**src/rtl/gen_step_sequencer.sv**
```systemverilog
// Multi-channel step sequencer: shared step position advanced per tempo tick,
// per-channel pattern/probability gating against a Galois LFSR, fixed-length gates.
module gen_step_sequencer #(
   parameter int unsigned NUM_CHANNELS = 4,
   parameter int unsigned NUM_STEPS    = 16,
   parameter int unsigned PROB_W       = 8,
   parameter int unsigned GATE_LEN     = 4,
   parameter logic [15:0] LFSR_SEED    = 16'hACE1
) (
   input  logic                            clk,
   input  logic                            rst,
   input  logic                            run,
   input  logic                            step_tick,
   input  logic [1:0]                      mode,
   input  logic [$clog2(NUM_STEPS):0]      length,
   input  logic                            cfg_we,
   input  logic [$clog2(NUM_CHANNELS)-1:0] cfg_ch,
   input  logic [NUM_STEPS-1:0]            cfg_pattern,
   input  logic [PROB_W-1:0]               cfg_prob,
   output logic [$clog2(NUM_STEPS)-1:0]    step_idx,
   output logic                            step_strobe,
   output logic [NUM_CHANNELS-1:0]         gate,
   output logic                            running
);

   localparam int unsigned SW = $clog2(NUM_STEPS);
   localparam int unsigned LW = SW + 1;
   localparam int unsigned CW = $clog2(NUM_CHANNELS);
   localparam int unsigned GW = $clog2(GATE_LEN + 1);
   localparam logic [15:0] LFSR_TAPS = 16'hB400;

   typedef enum logic [0:0] {S_IDLE, S_RUN} state_t;

   state_t                state_q, state_d;
   logic [SW-1:0]         pos_q, pos_d;
   logic                  dir_up_q, dir_up_d;
   logic [15:0]           lfsr_q, lfsr_d;
   logic [NUM_STEPS-1:0]  pattern_q [NUM_CHANNELS];
   logic [NUM_STEPS-1:0]  pattern_d [NUM_CHANNELS];
   logic [PROB_W-1:0]     prob_q [NUM_CHANNELS];
   logic [PROB_W-1:0]     prob_d [NUM_CHANNELS];
   logic [GW-1:0]         cnt_q [NUM_CHANNELS];
   logic [GW-1:0]         cnt_d [NUM_CHANNELS];
   logic [NUM_CHANNELS-1:0] gate_q, gate_d;
   logic [SW-1:0]         step_idx_q, step_idx_d;
   logic                  step_strobe_q, step_strobe_d;
   logic                  running_q, running_d;

   logic [LW-1:0]         len_eff;
   logic [SW-1:0]         last_pos;
   logic [SW-1:0]         start_pos;
   logic [SW-1:0]         fire_pos;
   logic [LW-1:0]         rnd_acc;
   logic [SW-1:0]         rnd_pos;
   logic [PROB_W-1:0]     r_c;
   logic [NUM_CHANNELS-1:0] fire_ch;
   logic                  fire_now;

   assign len_eff   = (length == '0 || length > LW'(NUM_STEPS)) ? LW'(NUM_STEPS) : length;
   assign last_pos  = SW'(len_eff - LW'(1));
   assign start_pos = (mode == 2'd1) ? last_pos : '0;
   // A position left out of range by a length change never fires; it snaps to the start point.
   assign fire_pos  = (LW'(pos_q) >= len_eff) ? start_pos : pos_q;

   // Random target: masked LFSR byte reduced modulo the active length
   always_comb begin
      rnd_acc = LW'(lfsr_q[8 +: SW]);
      for (int unsigned i = 0; i < NUM_STEPS; i++) begin
         if (rnd_acc >= len_eff) rnd_acc = rnd_acc - len_eff;
      end
      rnd_pos = SW'(rnd_acc);
   end

   // Per-channel fire decision from pattern bit and rotated LFSR threshold
   always_comb begin
      fire_ch = '0;
      r_c     = '0;
      for (int unsigned c = 0; c < NUM_CHANNELS; c++) begin
         r_c = PROB_W'({lfsr_q, lfsr_q} >> ((3 * c) % 16));
         fire_ch[c] = pattern_q[c][fire_pos] && (prob_q[c] == '1 || r_c < prob_q[c]);
      end
   end

   // Next-state, position advance, gate counters and config writes
   always_comb begin
      state_d       = state_q;
      pos_d         = pos_q;
      dir_up_d      = dir_up_q;
      lfsr_d        = lfsr_q;
      step_idx_d    = step_idx_q;
      step_strobe_d = 1'b0;
      pattern_d     = pattern_q;
      prob_d        = prob_q;
      cnt_d         = cnt_q;
      fire_now      = 1'b0;

      case (state_q)
         S_IDLE: begin
            for (int unsigned c = 0; c < NUM_CHANNELS; c++) cnt_d[c] = '0;
            if (run) begin
               state_d  = S_RUN;
               pos_d    = start_pos;
               dir_up_d = 1'b1;
            end
         end
         S_RUN: begin
            for (int unsigned c = 0; c < NUM_CHANNELS; c++) begin
               if (cnt_q[c] != '0) cnt_d[c] = cnt_q[c] - GW'(1);
            end
            if (!run) state_d = S_IDLE;
            else if (step_tick) fire_now = 1'b1;
         end
         default: state_d = S_IDLE;
      endcase

      if (fire_now) begin
         step_strobe_d = 1'b1;
         step_idx_d    = fire_pos;
         lfsr_d        = (lfsr_q >> 1) ^ (lfsr_q[0] ? LFSR_TAPS : 16'h0000);
         for (int unsigned c = 0; c < NUM_CHANNELS; c++) begin
            if (fire_ch[c]) cnt_d[c] = GW'(GATE_LEN);
         end
         case (mode)
            2'd0: pos_d = (fire_pos == last_pos) ? '0 : fire_pos + SW'(1);
            2'd1: pos_d = (fire_pos == '0) ? last_pos : fire_pos - SW'(1);
            2'd2: begin
               if (len_eff == LW'(1)) begin
                  pos_d = '0;
               end else if (dir_up_q ? (fire_pos == last_pos) : (fire_pos != '0)) begin
                  pos_d    = fire_pos - SW'(1);
                  dir_up_d = 1'b0;
               end else begin
                  pos_d    = fire_pos + SW'(1);
                  dir_up_d = 1'b1;
               end
            end
            default: pos_d = rnd_pos;
         endcase
      end

      for (int unsigned c = 0; c < NUM_CHANNELS; c++) begin
         if (cfg_we && cfg_ch == CW'(c)) begin
            pattern_d[c] = cfg_pattern;
            prob_d[c]    = cfg_prob;
         end
      end

      for (int unsigned c = 0; c < NUM_CHANNELS; c++) gate_d[c] = (cnt_d[c] != '0);
      running_d = (state_d == S_RUN);
   end

   always_ff @(posedge clk or posedge rst) begin
      if (rst) begin
         state_q       <= S_IDLE;
         pos_q         <= '0;
         dir_up_q      <= 1'b1;
         lfsr_q        <= LFSR_SEED;
         step_idx_q    <= '0;
         step_strobe_q <= 1'b0;
         gate_q        <= '0;
         running_q     <= 1'b0;
         for (int unsigned c = 0; c < NUM_CHANNELS; c++) begin
            pattern_q[c] <= '0;
            prob_q[c]    <= '1;
            cnt_q[c]     <= '0;
         end
      end else begin
         state_q       <= state_d;
         pos_q         <= pos_d;
         dir_up_q      <= dir_up_d;
         lfsr_q        <= lfsr_d;
         step_idx_q    <= step_idx_d;
         step_strobe_q <= step_strobe_d;
         gate_q        <= gate_d;
         running_q     <= running_d;
         for (int unsigned c = 0; c < NUM_CHANNELS; c++) begin
            pattern_q[c] <= pattern_d[c];
            prob_q[c]    <= prob_d[c];
            cnt_q[c]     <= cnt_d[c];
         end
      end
   end

   assign step_idx    = step_idx_q;
   assign step_strobe = step_strobe_q;
   assign gate        = gate_q;
   assign running     = running_q;

endmodule

```
**config.mk**
```make
export PLATFORM = sky130hd
export DESIGN_NAME = gen_step_sequencer
export DESIGN_NICKNAME = d
export VERILOG_FILES = /design/src/rtl/gen_step_sequencer.sv
export SDC_FILE = /design/constraint.sdc
export NUM_CORES = 1
export LEC_CHECK = 0
export CORE_MARGIN = 2
export CORE_UTILIZATION = 55
export DETAILED_ROUTE_END_ITERATION = 6
export PLACE_DENSITY = 0.73
export SLEW_MARGIN = 40
export SYNTH_ARGS = -nofsm -noshare
export SYNTH_HDL_FRONTEND = slang
export SYNTH_SLANG_ARGS = --single-unit
```
**constraint.sdc**
```tcl
create_clock -name clk -period 27.4 [get_ports clk]
set_clock_uncertainty 0.1 [all_clocks]
set_input_delay 5.48 -clock clk [delete_from_list [all_inputs] [get_ports clk]]
set_output_delay 5.48 -clock clk [all_outputs]
set_load 0.01 [all_outputs]
```
==> reports/metrics.cfg, run 1 <==
[outcome]
outcome = finished clean

[critical_path]
required_ns = 27.60
rrSetupSlack_ns = 5.58
cp-end-kind = flop
critical-path-top-delay-family = compound AO/OA/AOI/OAI gates
path_class = in -> reg
cp_num_buf_inv = 11
start_kind = input pin
critPathSlowestCell = or4_4
crit_path_frequent_cell = ha_4
worstPathMaxFanout = 6
slowest_delay_ns = 0.53
cp.arrival_ns = 27.46

[detailed_routing]
routed_wl_mm = 36.6
drc_errors = 0
final_antenna_net_count = 0
vias_per_cell = 5.94
first_pass_iters = 5
drt_iter0_markers = 699
vias = 11600
wl_per_cell_um = 18.7

[synth]
async_reset_ff_share_pct = 100
ys_seq_area_share_pct = 29.2
ys_types = 79
ys_warn_count = 0
synth_area_sq_um = 12100
netlist.area_leader.share_pct = 20.3
synth_area_leaders = dfrtp_1 20%, ha_1 13%, mux2_2 11%
syn_nets = 1488
synthCells = 1310
synth_flop_cell = dfrtp_1
synth_top_cell_by_area = dfrtp_1
synth-seq-cells = 139
synth_edf_count = 0
avgSynthCellArea_sq_um = 9.22

[clock_network]
ctsHtreeMaxLevel = 4
clkTransAtPathRegs_ns = 0.06
clk_latency_ns = 0.42
cts_hold_buf = 0
cts_tree = built
clock_sinks = 139
cts_root_buf = clkbuf_16
cts_buffer_depth = 2
cts_buffers = 17

[layout]
layout_common_cells = 304 x buf_4, 126 x nand2_1, 107 x mux2_2
nFillCells = 1327
antenna_cells = 0
fin_nets = 1841
drive_above_1_share_pct = 42.9
fin_cells = 1956
final-seq-area_sq_um = 3530
multi_input_area_sq_um = 9320
mostFrequentLayoutCell = buf_4
area_growth_syn_to_layout_pct = 41.4

[grt]
overflow = 0
grt_usage_pct = 28.4
grt_pass1_vias = 11500
grt_max_degree = 80
grt_pass1_wl_mm = 54.9
antenna_found_initial = 0

[timing]
max_freq_mhz = 36.7
post-route-period-util_pct = 99.5
slew_headroom_pct = 53.0
drv_slew = 0
timing_hold_violations_final = 0
fin_setup_tns_ns = 0
worstMarginPinSlew_ns = 0.705
setup_slack_ns = 0.138
period_needed_ns = 27.26
final-setup-viol-count = 0

[place]
placedCellCount = 1859
place_ws_ns = -1.45
gp_congestion = 0.918
numPortBuffers = 47
place_hpwl_mm = 23.7

[die]
fp.dieH_um = 152
core-area_sq_um = 21700
dieWidth_um = 152
start_util_pct = 55.7
die-area_sq_um = 23200
row_count = 54
ioPinCount = 48

[flow_run]
cap_violations = 0

[min_path]
hold_class = reg -> reg

path summary, 6_finish.rpt:
check	startpoint	to	cells past startpoint
max in group asynchronous	rst	pattern_q[53]	3
worst min register to register	lfsr_q[15]	lfsr_q[15]	2
worst min-delay path	lfsr_q[15]	lfsr_q[15]	2
min in group asynchronous	rst	lfsr_q[4]	2
worst max register to register	lfsr_q[9]	pos_q[3]	110
worst max-delay path	length[2]	pos_q[3]	114
tightest hold or removal path, stage by stage, from the launching register on:
cell and delay (ns):
dfstp_2 0.38, nand2_1 0.06, nand2_1 0.05
kinds of logic after synthesis:
logic type	synth area share, %
and+or+nand+nor	14.4
AOI/OAI and AO/OA	19.7
muxes	13.6
adders and majority gates	15.5
DFF	29.2
buffers and inverters	3.99
xor gates and xnor gates	3.48
registers in the layout, indices dropped and copies added (netlist names):
name         flops
pattern_q       64
prob_q          32
lfsr_q          16
cnt_q           12
gate             4
pos_q            4
step_idx         4
dir_up_q         1
running          1
step_strobe      1
per-layer routing:
layer	global-route usage [%]	vias up	share of wire [%]
met1	35.8	5663	40
met5	0	-	0
met2	50.3	358	51
met3	4.01	124	4.4
met4	9.61	0	4.1
li1	-	5465	-
area by class of cell:
cell class	instances	area share (%)
Multi-Input combinational cell	1046	54.6
Sequential cell	139	20.7
Timing Repair Buffer	364	17.0
Clock buffer	19	2.53
Inverter	95	2.12
Tap cell	280	2.05
Clock inverter	13	1.11
cells in the mapped netlist, drive strengths merged (6+ instances only):
cell    number
dfrtp       98
dfstp       41
nor2b       31
or3         10
nand2      145
o21a        31
and3        14
nand3b       6
a211oi      15
mux2i       36
nor3        16
xnor2       30
a31oi       10
ha         124
o211ai      14
a21boi       6
o31ai        8
fa          16
nor2        43
o311ai       6
and2         7
inv         95
nand4       12
a21oi       64
o21ai       93
nand2b      28
a21o        41
mux2       114
or2         10
o22ai       12
xor2        18
clkbuf      25
nand3       27
what timing repair did:
item	CTS	global route
gates resized for setup	53	173
pin swaps	28	114
endpoints found under the hold margin	0	0
buffers inserted	22	44
endpoints found under the setup margin	4	4
per-stage QoR:
step | hold WS, ns | instance area, sq um | util (%)
4_1_cts | 0.389 | 15900 | 73.5
6_report | 0.389 | 17100 | 78.8
5_1_grt | 0.412 | 17100 | 78.8
3_5_place_dp | 0.364 | 14900 | 68.9
3_3_place_gp | 0.365 | 14900 | 68.9
2_1_floorplan | 0.349 | 12400 | -
Power of run 1 is left out: the tool's default activity adds up to more than one toggle a clock period on the data nets, which glitch-free logic cannot reach.
==> run 2, diff against run 1 <==
Settings changed: PLACE_DENSITY 0.73 to 0.74.
==> run 2 against run 1 <==
  * Sequential share of layout area hardly changed
  * Setup slack got worse by 0.0032 ns
  * Register-to-register slack barely moved
  * Highest routed layer unchanged
  * Critical path type unchanged
  * First-iteration DRC count shrank 6.4%
  * Non-clock buffer count down 2
  * Die area stayed put
  * Global-route usage grew 0.58 points
==> reports/metrics.cfg, run 2 (synthesis gave the netlist of run 1 again) <==
[outcome]
outcome = finished clean

[timing]
post-route-period-util_pct = 99.5
slew_headroom_pct = 54.5
max_freq_mhz = 36.7
worstMarginPinSlew_ns = 0.682
fin_setup_tns_ns = 0
final-setup-viol-count = 0
drv_slew = 0
timing_hold_violations_final = 0
period_needed_ns = 27.27

[critical_path]
start_kind = input pin
required_ns = 27.62
reg2reg_from = lfsr_q[9]
cp-end-kind = flop
crit_start = length[2]
critPathSlowestCell = or4_4
worstPathMaxFanout = 8
path_class = in -> reg
cp.arrival_ns = 27.48
crit_path_frequent_cell = ha_4
slowest_delay_ns = 0.55

[grt]
grt_max_degree = 71
grt_pass1_vias = 11700
antenna_found_initial = 0
grt_usage_pct = 29.0
overflow = 0
grt_pass1_wl_mm = 56.0

[detailed_routing]
final_antenna_net_count = 0
routed_wl_mm = 37.0
wl_per_cell_um = 18.9
drc_errors = 0
first_pass_iters = 5
drt_iter0_markers = 654
vias = 11600
vias_per_cell = 5.95

[layout]
nFillCells = 1329
mostFrequentLayoutCell = buf_4
top_regs = pattern_q: 64 flops, prob_q: 32 flops, lfsr_q: 16 flops
largest_reg_flops = 64
drive_above_1_share_pct = 43.1
fin_nets = 1839
largest_register = pattern_q
antenna_cells = 0
area_growth_syn_to_layout_pct = 41.7
fin_cells = 1954
final_core_util_pct = 78.9
layout_common_cells = 304 x buf_4, 127 x nand2_1, 108 x mux2_2

[min_path]
hold_class = reg -> reg
hp-start = lfsr_q[15]

[clock_network]
clkTransAtPathRegs_ns = 0.06
cts_buffer_depth = 2
cts_root_buf = clkbuf_16
cts_hold_buf = 0
clk_latency_ns = 0.42
ctsHtreeMaxLevel = 4
cts_tree = built
clock_sinks = 139
cts_buffers = 17

[die]
ioPinCount = 48
row_count = 54
start_util_pct = 55.7
fp.dieH_um = 152
core-area_sq_um = 21700
dieWidth_um = 152
die-area_sq_um = 23200

[place]
placedCellCount = 1863
place_hpwl_mm = 24.3
gp_congestion = 0.925
numPortBuffers = 47

[flow_run]
cap_violations = 0

run 2: cell types whose count changed in the layout (fill, tap and decap cells not counted), sizes merged:
| cell | previous run | this run |
|---|---|---|
| bufinv | 4 | 3 |
| buf | 317 | 315 |
| clkinv | 2 | 7 |
| clkbuf | 20 | 19 |
| dlymetal6s2s | 3 | 4 |
| clkinvlp | 4 | 3 |
| inv | 98 | 95 |
run 2: worst paths after layout:
| kind | endpoint | depth (start not counted) | slack (ns) |
|---|---|---|---|
| worst max-delay path | pos_q[0] | 113 | 0.13 |
| worst min-delay path | lfsr_q[15] | 2 | 0.38 |
| worst max register to register | pos_q[0] | 109 | 5.58 |
| worst min register to register | lfsr_q[15] | 2 | 0.38 |
| max in group asynchronous | pattern_q[3] | 4 | 20.65 |
| min in group asynchronous | lfsr_q[4] | 2 | 5.41 |
run 2: stage by stage:
stage                     instance area, sq um  hold slack (ns)  setup WS [ns]
after floorplan                          12400            0.349        0.00717
after global placement                   15000            0.357         -0.801
after detailed placement                 15000            0.371          -1.67
after CTS                                16000            0.378         0.0152
after global routing                     17100            0.403         -0.521
final                                    17100            0.376          0.135
run 2: timing repair:
action / in CTS / in global routing
setup buffers: 19 / 40
pin swaps: 34 / 97
setup endpoints to repair: 4 / 4
gates cloned: 0 / 0
resized for setup: 61 / 165
hold endpoints to repair: 0 / 0
run 2: final cells by class:
cell class / instances / area [sq um] / share of cell area (%)
timing repair buffer: 362 / 2900 / 16.9
clock inverter: 13 / 170 / 0.994
sequential: 139 / 3530 / 20.6
multi-input combinational: 1046 / 9370 / 54.7
clock buffer: 19 / 443 / 2.59
tap: 280 / 350 / 2.05
inverter: 95 / 362 / 2.11
run 2: critical path, delay by kind of cell:
family          cells  cell delay [ns]
simple gates       28             4.30
xor+xnor            1             0.18
compound gates     48             9.34
fa+ha+maj          19             5.24
mux                 4             1.30
buf+inv            13             1.61
run 2: per-layer routing:
metal	global-route usage (%)	routed length, um	vias to the layer above	part of all wire [%]
met5	0	0	-	0
met3	3.44	1520	126	4.1
met4	9.48	1630	0	4.4
li1	-	-	5456	-
met1	36.2	15000	5657	40
met2	52.3	18900	388	51
Power of run 2 is left out for the same reason.
==> run 3, diff against run 2 <==
Settings changed: CELL_PAD_IN_SITES_DETAIL_PLACEMENT set to 0, CELL_PAD_IN_SITES_GLOBAL_PLACEMENT set to 2, CORE_UTILIZATION 55 to 40, PLACE_DENSITY 0.74 to 0.83.
==> run 3 against run 2 <==
  * Setup slack improved by 0.66 ns
  * Critical path type unchanged
  * Cell count grew 6.9%
  * Maximum frequency rose by 2.5%
  * Register-to-register slack better by 0.68 ns
  * Sequential cell count unchanged
  * Sequential share of layout area decreased by 0.077 points
  * Global-route usage down 6.9 points
  * Non-clock buffer count grew 25
  * Die area up 36%
  * Via count fell by 5.0%
  * Wire length down 5.7%
  * Cell area grew 0.37%
==> reports/metrics.cfg, run 3 (synthesis gave the netlist of run 1 again) <==
[min_path]
hold_class = reg -> reg
holdPathStages = 2
hp-start = lfsr_q[15]

[clock_network]
cts_buffers = 17
clock_sinks = 139
cts_buffer_depth = 2
clkTransAtPathRegs_ns = 0.06
cts_tree = built
clk_latency_ns = 0.42
cts_root_buf = clkbuf_16
ctsHtreeMaxLevel = 4

[outcome]
outcome = finished clean

[die]
die-area_sq_um = 31600
fp.dieH_um = 178
ioPinCount = 48
core-area_sq_um = 29700
dieWidth_um = 178
start_util_pct = 40.7
row_count = 63

[critical_path]
rrSetupSlack_ns = 6.26
worstRegToRegCells = 110
critPathSlowestCell = or4_4
endpoint = pos_q[3]
slowest_delay_ns = 0.44
worstPathMaxFanout = 8
crit_start = length[1]
start_kind = input pin
path_class = in -> reg
cp.arrival_ns = 26.81
required_ns = 27.60
reg2reg_from = lfsr_q[9]
regToRegEndpoint = pos_q[3]
cp-end-kind = flop

[timing]
period_needed_ns = 26.61
max_freq_mhz = 37.6
final-setup-viol-count = 0
post-route-period-util_pct = 97.1
worstMarginPinSlew_ns = 0.681
slew_headroom_pct = 54.6
timing_hold_violations_final = 0
setup_slack_ns = 0.795
drv_slew = 0

[detailed_routing]
vias_per_cell = 5.29
routed_wl_mm = 34.9
final_antenna_net_count = 0
first_pass_iters = 5
drc_errors = 0
wl_per_cell_um = 16.7
drt_iter0_markers = 537
vias = 11000

[grt]
grt_pass1_vias = 11100
overflow = 0
grt_usage_pct = 22.1
antenna_found_initial = 1
grt_max_degree = 73
use_met1_pct = 30.7
busiest_layer = met2
grt_pass1_wl_mm = 55.7
use_met2_pct = 36.5
grt_use_met3_pct = 3.19

[flow_run]
cap_violations = 0

[place]
numPortBuffers = 47
gp_congestion = 0.880
place_hpwl_mm = 25.7
placedCellCount = 2005
place_ws_ns = -1.65

[layout]
layout_common_cells = 326 x buf_4, 132 x nand2_1, 108 x mux2_2
largest_reg_flops = 64
largest_register = pattern_q
fin_cells = 2088
area_growth_syn_to_layout_pct = 42.2
top_regs = pattern_q: 64 flops, prob_q: 32 flops, lfsr_q: 16 flops
mostFrequentLayoutCell = buf_4
drive_above_1_share_pct = 42.8
fin_nets = 1864

## run 3: cell types whose count changed in the layout (fill, tap and decap cells not counted), moves of 4 or more
cell	change
a21oi_4	-4
buf_4	+22
clkinv_4	-4
dlymetal6s2s_1	-4
ha_1	+5
nand2_1	+5
nor2_2	-4
o21ai_2	+4
o21ai_4	-5
## run 3: layout make-up
class	count	area (sq um)
fillers	2617	12500
multi-input cells	1046	9210
flip-flops and latches	139	3530
repair buffers	387	3070
well taps	390	488
clock buffers	19	443
inverters	95	362
clock inverters	11	75.1
diodes	1	2.50
## run 3: worst min path at each step
stage	to	slack (ns)
3_3_place_gp	lfsr_q[15]	0.37
3_5_place_dp	lfsr_q[15]	0.36
5_1_grt	lfsr_q[5]	0.40
6_report	lfsr_q[15]	0.38
4_1_cts	lfsr_q[15]	0.38
2_1_floorplan	lfsr_q[15]	0.35
## run 3: stage by stage
stage	setup TNS [ns]	area [sq um]	utilization [%]	hold slack (ns)
4_1_cts	0	16200	54.5	0.381
3_3_place_gp	-5.32	15300	51.6	0.367
5_1_grt	-0.611	17200	57.8	0.399
2_1_floorplan	0	12400	-	0.349
3_5_place_dp	-6.24	15400	51.7	0.364
6_report	0	17200	57.8	0.380
## run 3: worst max-delay path, delay by kind of cell
kind / cells / cell delay (ns)
AOI/OAI and AO/OA: 48 / 9.10
xor gates and xnor gates: 1 / 0.10
adders and majority gates: 17 / 4.60
buffers and inverters: 14 / 2.01
muxes: 6 / 1.85
and+or+nand+nor: 27 / 3.62
## run 3: what timing repair did
| item | in CTS | in global routing |
|---|---|---|
| pin swaps | 23 | 106 |
| gates resized for setup | 49 | 154 |
| setup buffers | 16 | 36 |
| hold buffers | 0 | 0 |
| setup endpoints to repair | 4 | 4 |
## run 3: routing by layer
layer  vias to the layer above  part of all wire [%]
met4                         0                   2.1
met2                       150                    47
met5                         -                     0
li1                       5493                     -
met3                        48                   2.7
met1                      5358                    48
Power of run 3 is left out for the same reason.
